--- src/rtl/sent_rx_crc_check.sv ---
// sent_rx_crc_check: bit-serial CRC4/CRC6 checker for SENT fast and serial frames.
// One request at a time; extra requests are dropped and flagged as overrun.
module sent_rx_crc_check #(
    parameter logic [3:0] SEED4 = 4'b0101,
    parameter logic [5:0] SEED6 = 6'b010101,
    parameter int         ERR_W = 8
) (
    input  logic             clk_rx,
    input  logic             reset_n_rx,
    input  logic [27:0]      data_fast_check_crc,
    input  logic [29:0]      data_channel_check_crc,
    input  logic [2:0]       done_pre_data,
    output logic             crc_valid_fast,
    output logic             crc_ok_fast,
    output logic             crc_valid_serial,
    output logic             crc_ok_serial,
    output logic [5:0]       crc_calc,
    output logic [5:0]       crc_rx,
    output logic [ERR_W-1:0] err_cnt_fast,
    output logic [ERR_W-1:0] err_cnt_serial,
    output logic             busy,
    output logic             overrun
);
    typedef enum logic [1:0] {IDLE, LOAD, CALC, DONE} state_t;
    state_t state, state_nxt;
    logic [2:0] prev, typ;
    logic armed, req, accept, last, serial, enh, match;
    logic [23:0] sr, msg;
    logic [5:0] crc, crc_nxt, rx, rx_in, c6;
    logic [3:0] c4;
    logic [4:0] cnt, n_in;
    // armed stays low until done_pre_data is seen at 000, so a value held through reset cannot trigger
    assign req    = armed && prev == 3'd0 && done_pre_data != 3'd0 && done_pre_data < 3'd6;
    assign accept = req && state == IDLE;
    assign last   = state == CALC && cnt == 5'd0;
    assign serial = typ[2];
    assign enh    = typ == 3'd5;
    assign busy   = state == LOAD || state == CALC;
    always_comb begin
        msg = done_pre_data == 3'd1 ? data_fast_check_crc[27:4] :
              done_pre_data == 3'd2 ? {data_fast_check_crc[19:4], 8'd0} :
              done_pre_data == 3'd3 ? {data_fast_check_crc[15:4], 12'd0} :
              done_pre_data == 3'd4 ? {data_channel_check_crc[15:4], 12'd0} :
                                      data_channel_check_crc[29:6];
        rx_in = done_pre_data == 3'd5 ? data_channel_check_crc[5:0] :
                done_pre_data == 3'd4 ? {2'b00, data_channel_check_crc[3:0]} :
                                        {2'b00, data_fast_check_crc[3:0]};
        n_in = done_pre_data == 3'd1 ? 5'd28 : done_pre_data == 3'd2 ? 5'd20 :
               done_pre_data == 3'd5 ? 5'd30 : 5'd16;
        c4 = {crc[2:0], sr[23]} ^ (crc[3] ? 4'b1101 : 4'b0000);
        c6 = {crc[4:0], sr[23]} ^ (crc[5] ? 6'b011001 : 6'b000000);
        crc_nxt = enh ? c6 : {2'b00, c4};
        match = crc_nxt == rx;
        state_nxt = state == IDLE ? (accept ? LOAD : IDLE) :
                    state == LOAD ? CALC :
                    state == CALC ? (cnt == 5'd0 ? DONE : CALC) : IDLE;
    end
    always_ff @(posedge clk_rx) begin
        if (reset_n_rx) begin
            state <= IDLE;
            prev <= 3'd0;
            armed <= 1'b0;
            typ <= 3'd0;
            sr <= 24'd0;
            crc <= 6'd0;
            rx <= 6'd0;
            cnt <= 5'd0;
            crc_valid_fast <= 1'b0;
            crc_ok_fast <= 1'b0;
            crc_valid_serial <= 1'b0;
            crc_ok_serial <= 1'b0;
            crc_calc <= 6'd0;
            crc_rx <= 6'd0;
            err_cnt_fast <= '0;
            err_cnt_serial <= '0;
            overrun <= 1'b0;
        end else begin
            state <= state_nxt;
            prev <= done_pre_data;
            armed <= armed | (done_pre_data == 3'd0);
            crc_valid_fast <= last && !serial;
            crc_valid_serial <= last && serial;
            if (req && state != IDLE) overrun <= 1'b1;
            if (accept) begin
                typ <= done_pre_data;
                sr <= msg;
                rx <= rx_in;
                cnt <= n_in - 5'd1;
            end
            if (state == LOAD) crc <= enh ? SEED6 : {2'b00, SEED4};
            if (state == CALC) begin
                crc <= crc_nxt;
                sr <= {sr[22:0], 1'b0};
                cnt <= cnt - 5'd1;
            end
            if (last) begin
                crc_calc <= crc_nxt;
                crc_rx <= rx;
                if (serial) crc_ok_serial <= match;
                else crc_ok_fast <= match;
                if (!match && !serial && err_cnt_fast != '1) err_cnt_fast <= err_cnt_fast + ERR_W'(1);
                if (!match && serial && err_cnt_serial != '1) err_cnt_serial <= err_cnt_serial + ERR_W'(1);
            end
        end
    end
endmodule
--- config.mk ---
export PLATFORM = sky130hd
export DESIGN_NAME = sent_rx_crc_check
export DESIGN_NICKNAME = d
export VERILOG_FILES = /design/src/rtl/sent_rx_crc_check.sv
export SDC_FILE = /design/constraint.sdc
export NUM_CORES = 1
export LEC_CHECK = 0
export ABC_CLOCK_PERIOD_IN_PS = 3900
export CAP_MARGIN = 30
export CORE_MARGIN = 4
export CORE_UTILIZATION = 56
export DETAILED_ROUTE_END_ITERATION = 7
export PLACE_DENSITY = 0.95
export RECOVER_POWER = 100
export REMOVE_ABC_BUFFERS = 1
export SLEW_MARGIN = 20
export SYNTH_ARGS = -nofsm -noshare
export SYNTH_HDL_FRONTEND = slang
export SYNTH_SLANG_ARGS = --single-unit
--- constraint.sdc ---
create_clock -name clk_rx -period 3.9 [get_ports clk_rx]
set_input_delay 0.39 -clock clk_rx [delete_from_list [all_inputs] [get_ports clk_rx]]
set_output_delay 0.39 -clock clk_rx [all_outputs]
set_load 0.05 [all_outputs]
==> results.toml, run 1 <==
[clock_network]
clkSinkCount = 83
cts-root-buf = "clkbuf_8"
cts.clk_slew.worst_paths_ps = 90
ctsHoldBuffers = 0
htreeDepth = 3
clock_latency_ps = 370
cts_buffers = 9
ctsResizeCount = 0
postCtsSetupBuffers = 0
clock_path_buffers = 2
cts_tree = "yes"

[synth]
netlist_area_um2 = 4840
synth_edf_count = 0
ys_ff_latch = 83
post_synth_num_cell_types = 56
synth_ff_type = "dfxtp_1"
netlist.area_leader.share = 0.343
syn_inst = 626
yosys_warnings = 0
postSynthAreaPerCell_um2 = 7.74
synthArstFlopShare = 0
synth_top_area_cell = "dfxtp_1"
synth.area.top_cells = "dfxtp_1, a21oi_1, nor2_1"
seq_area_frac_synth = 0.343

[sta]
worst_slew_pin_slew_ps = 1440
maxSlewViolCount = 0
finalSetupTns_ps = 0
clock_skew_ps = 17.3
setup_viol = 0
grt_setup_unrepaired = "false"
max_freq_mhz = 314
hold_violations = 0
finalCritPeriodShare = 0.817
hold_slack_ps = 441
setup_ws_ps = 712
fin_crit_ps = 3190
relSlewSlack = 0.0380

[cells_and_area]
diodes = 0
drive_above_1_share = 0.0577
fin_nets = 757
fin_util = 0.722
synthToLayoutAreaGrowth_pct = 23.7

[floorplanning]
coreArea_um2 = 8300
rows = 33
io_pins = 97
start_util = 0.584
die_x_um = 101
fp.dieH_um = 101
die-area_um2 = 10200

[global_route]
overflow = 0
antenna_found_initial = 0
grt_usage = 0.270
grt_max_degree = 68
grt_pass1_wl_um = 22300
grt_pass1_vias = 4786

[routing]
drt_iter0_drc = 415
vias = 5074
drt-vias-per-instance = 6.36
drtPass1Iterations = 7
route.detailed.drc = 0
routed_wirelength_um = 14000
route.antenna.remaining_nets = 0
detail_route.wl_per_cell_um = 17.5

[pwr]
power_density_nw_per_um2 = 313
power_leakage_nw = 2.10
vdd_ir_drop_max_uv = 194
power_mw = 1.87

[place]
port_buffers = 96
globalplace.congestion = 0.918
hpwlAfterDp_um = 9750
pre_cts_slack_ps = 925

[run]
maxCapViolations = 0

[worst_hold_path]
worstHoldPathType = "in -> reg"

[setup_path]
worstPathRequired_ps = 4140
critPathKind = "in -> reg"
cp_max_fo = 35
crit_path_start_kind = "input port"
cp.arrival_ps = 3430
end_kind = "flop"

[outcome]
outcome = "finished, final reports clean"
-- cells in the mapped netlist (all sizes together) (13+ instances only) --
master	count
dfxtp	83
a21oi	70
nor2	70
nand2	65
clkbuf	46
o21ai	31
nor2b	26
a211oi	25
nand2b	16
nand3	14
mux2	13
-- cell usage in the layout (no fill, tap or decap), types with 4 or more instances in the layout --
master and count:
a221oi_1 7, nor2_1 69, dlygate4sd3_1 35, inv_1 12, a211o_1 10, o21ai_0 30
nand2b_1 16, nor2b_1 26, nor3_1 8, mux2i_1 8, a22o_1 6, dfxtp_1 83
or3_1 5, and2_1 5, o31ai_1 12, a211oi_1 25, clkdlybuf4s50_1 58, ha_1 6
a222oi_1 4, a21oi_1 70, nand2_1 64, clkbuf_8 9, nand3_1 14, o211ai_1 7
xnor2_1 10, a311oi_1 12, or4_1 12, buf_4 4, nand4_1 5, mux2_2 11
-- worst max-delay path, stage by stage --
cell	delay (ps)
buf_2	390
clkbuf_1	1110
nor2b_1	280
and2_0	330
mux2i_1	160
ha_1	290
o21ai_0	160
o21ai_0	210
a31oi_1	100
-- state kept, by name, summed over array words and instances (netlist names) --
register and count:
overrun 1, state 2, crc 6, crc_valid_serial 1
sr 24, crc_valid_fast 1, cnt 5, crc_rx 6
rx 6, armed 1, err_cnt_fast 8, crc_ok_fast 1
crc_ok_serial 1, err_cnt_serial 8, prev 3, crc_calc 6
typ 3
-- per-layer routing --
layer / share of wire / track usage / up-vias
li1: - / - / 2386
met1: 0.40 / 0.324 / 2350
met2: 0.48 / 0.456 / 276
met3: 0.081 / 0.0630 / 62
met4: 0.040 / 0.123 / 0
met5: 0 / 0 / -
-- final timing paths --
check	startpoint	cells past startpoint	slack (ps)	to
min	reset_n_rx	2	440	sr[21]
max reg2reg	typ[2]	7	840	err_cnt_serial[4]
min reg2reg	crc_rx[4]	2	460	crc_rx[4]
max	done_pre_data[1]	9	710	cnt[4]
-- cell families after synthesis --
family                     share of synthesized area
buffers and inverters                         0.0561
xor gates and xnor gates                      0.0199
DFF                                            0.343
adders and majority gates                     0.0155
and+or+nand+nor                                0.254
muxes                                         0.0475
AOI/OAI and AO/OA                              0.263
-- layout make-up --
type / instances / area [um2]
clock inverters: 7 / 105
well taps: 105 / 131
inverters: 12 / 45.0
repair buffers: 106 / 1030
multi-input cells: 476 / 2900
clock buffers: 9 / 124
fillers: 619 / 2310
flip-flops and latches: 83 / 1660
-- report_power, final --
part	switching [mW]	internal, mW
Combinational	0.143	0.131
Clock	0.359	0.372
Sequential	0.0102	0.859
-- stage by stage --
step	instance area, um2	instances
5_1_grt	5990	798
2_1_floorplan	4620	571
6_report	5990	798
3_5_place_dp	5780	781
3_3_place_gp	5760	780
4_1_cts	6010	797
(Power assumes the default switching activity.)
==> inputs of run 2 (changes only) <==
--- a/config.mk
+++ b/config.mk
@@ -5,12 +5,12 @@
 export SDC_FILE = /design/constraint.sdc
 export NUM_CORES = 1
 export LEC_CHECK = 0
-export ABC_CLOCK_PERIOD_IN_PS = 3900
+export ABC_CLOCK_PERIOD_IN_PS = 2900
 export CAP_MARGIN = 30
 export CORE_MARGIN = 4
-export CORE_UTILIZATION = 56
+export CORE_UTILIZATION = 47
 export DETAILED_ROUTE_END_ITERATION = 7
-export PLACE_DENSITY = 0.95
+export PLACE_DENSITY = 0.86
 export RECOVER_POWER = 100
 export REMOVE_ABC_BUFFERS = 1
 export SLEW_MARGIN = 20
==> constraint.sdc (replaced) <==
create_clock -name clk_rx -period 2.9 [get_ports clk_rx]
set_input_delay 0.29 -clock clk_rx [delete_from_list [all_inputs] [get_ports clk_rx]]
set_output_delay 0.29 -clock clk_rx [all_outputs]
set_load 0.05 [all_outputs]
==> results.toml, run 2 (synthesis results as in run 1) <==
[routing]
wl_met1_um = 5490
vias = 4958
drtPass1Iterations = 8
drt_iter0_drc = 380
route.antenna.remaining_nets = 0
route.detailed.drc = 2
routed_wirelength_um = 13400
detail_route.wl_per_cell_um = 16.1
met3_length_um = 917
wl_met2_um = 6460
routed.top_layer = "met4"
drt-vias-per-instance = 5.97

[global_route]
antenna_found_initial = 0
overflow = 0
grt_pass1_vias = 4636
grt_pass1_wl_um = 21900
grt_usage = 0.227
grt_max_degree = 69

[outcome]
outcome = "complete, but fails checks"
violations = "DRC, capacitance limit, slew limit"

[floorplanning]
coreArea_um2 = 9910
die-area_um2 = 12000
rows = 36
fp.dieH_um = 110
start_util = 0.489
io_pins = 97
die_x_um = 110

[clock_network]
clkSinkCount = 83
clock_latency_ps = 370
cts_buffers = 9
htreeDepth = 3
cts_tree = "yes"
ctsHoldBuffers = 0
cts.clk_slew.worst_paths_ps = 90
ctsResizeCount = 0
clock_path_buffers = 2
postCtsSetupBuffers = 0
cts-root-buf = "clkbuf_8"

[sta]
setup_viol = 0
hold_violations = 0
clock_skew_ps = 12.3
fin_crit_ps = 2570
maxSlewViolCount = 38
finalCritPeriodShare = 0.888
setup_ws_ps = 326
relSlewSlack = -0.0164
finalSetupTns_ps = 0
grt_setup_unrepaired = "false"
worst_slew_pin_slew_ps = 1520
max_freq_mhz = 388

[place]
pre_cts_slack_ps = 284
dp_cells = 814
hpwlAfterDp_um = 9680
port_buffers = 96
globalplace.congestion = 0.957
placed_cell_area_um2 = 5860

[setup_path]
crit_path_start_kind = "flop"
regToRegEndpoint = "err_cnt_fast[3]"
end_kind = "flop"
cp_max_fo = 27
slowest_stage = "or4_1"
r2r_slack_ps = 330
cpLargestDelayFamily = "multiplexers"
worstPathRequired_ps = 3180
slowest_delay_ps = 480
critPathKind = "reg -> reg"
r2r_start = "typ[1]"
cp.arrival_ps = 2850
worst-r2r-cell-count = 7
path_cells = "nand3b_2 -> mux2i_1 -> mux2_1 -> o2111a_1 -> buf_8 -> or4_1 -> a21oi_1"
critical_path_buf_inv_count = 1

[run]
maxCapViolations = 1

[pwr]
p_switching_uw = 685
power.share.clock = 0.346
power_leakage_nw = 2.11
combPwrFrac = 0.158
switching_share = 0.291
internal_power_mw = 1.67
seq_power_share = 0.496
power_density_nw_per_um2 = 390
vdd_ir_drop_max_uv = 199

[cells_and_area]
diodes = 0
top_register = "sr"
fill_cells = 878
fin_nets = 762
final_common_cell = "dfxtp_1"
reg_top3 = "sr (24), err_cnt_fast (8), err_cnt_serial (8)"
fin_area_um2 = 6030
final_cell_count_no_fill = 831
final_cell_mix = "dfxtp_1, a21oi_1, nor2_1"
synthToLayoutAreaGrowth_pct = 24.5
largest_register_ffs = 24
drive_above_1_share = 0.0645

[worst_hold_path]
hold_depth = 3
hp-start = "done_pre_data[2]"
hold_path_end = "typ[2]"
worstHoldPathType = "in -> reg"
-- run 2: cell types whose count changed in the layout (fill, tap and decap cells not counted), moves of 2 or more --
cell	change
buf_4	+3
bufinv_16	-2
clkbuf_1	+2
inv_6	-2
-- run 2: final cells by class --
type | instances | area, um2 | share of cell area
tap | 133 | 166 | 0.0276
timing repair buffer | 111 | 1060 | 0.175
clock buffer | 9 | 124 | 0.0205
multi-input combinational | 476 | 2910 | 0.482
sequential | 83 | 1660 | 0.275
inverter | 12 | 45.0 | 0.00747
clock inverter | 7 | 71.3 | 0.0118
-- run 2: how the worst max path moves through the flow --
| stage | startpoint | endpoint | slack, ps | depth (start not counted) |
|---|---|---|---|---|
| 2_1_floorplan | state[0] | err_cnt_serial[4] | -860 | 8 |
| 3_3_place_gp | typ[1] | err_cnt_serial[5] | 380 | 6 |
| 3_5_place_dp | typ[1] | err_cnt_serial[7] | 280 | 6 |
| 4_1_cts | typ[1] | err_cnt_serial[7] | 240 | 6 |
| 5_1_grt | prev[1] | cnt[0] | 130 | 6 |
| 6_report | typ[1] | err_cnt_fast[3] | 330 | 7 |
-- run 2: worst register-to-register path, stage by stage, from the launching register on --
cell      delay (ps)
dfxtp_1          340
nand3b_2         280
mux2i_1          410
mux2_1           370
o2111a_1         240
buf_8            200
or4_1            490
a21oi_1          160
-- run 2: stage by stage --
| step | total power [mW] | util | hold slack, ps |
|---|---|---|---|
| after floorplan | 1.35 | - | 359 |
| after global placement | 1.54 | 0.592 | 441 |
| after detailed placement | 1.55 | 0.592 | 450 |
| after CTS | 2.36 | 0.611 | 302 |
| after global routing | 2.45 | 0.609 | 353 |
| final | 2.35 | 0.609 | 319 |
-- run 2: per-layer routing --
layer	GRT usage	up-vias
li1	-	2403
met1	0.288	2295
met2	0.375	217
met3	0.0364	43
met4	0.111	0
met5	0	-
-- run 2: power groups by stage --
stage	sequential [mW]	clock [mW]	combinational [mW]
CTS	1.17	0.827	0.364
finish	1.17	0.814	0.371
detailed placement	1.19	0	0.360
floorplan	1.19	0	0.161
global placement	1.19	0	0.349
global route	1.17	0.870	0.404
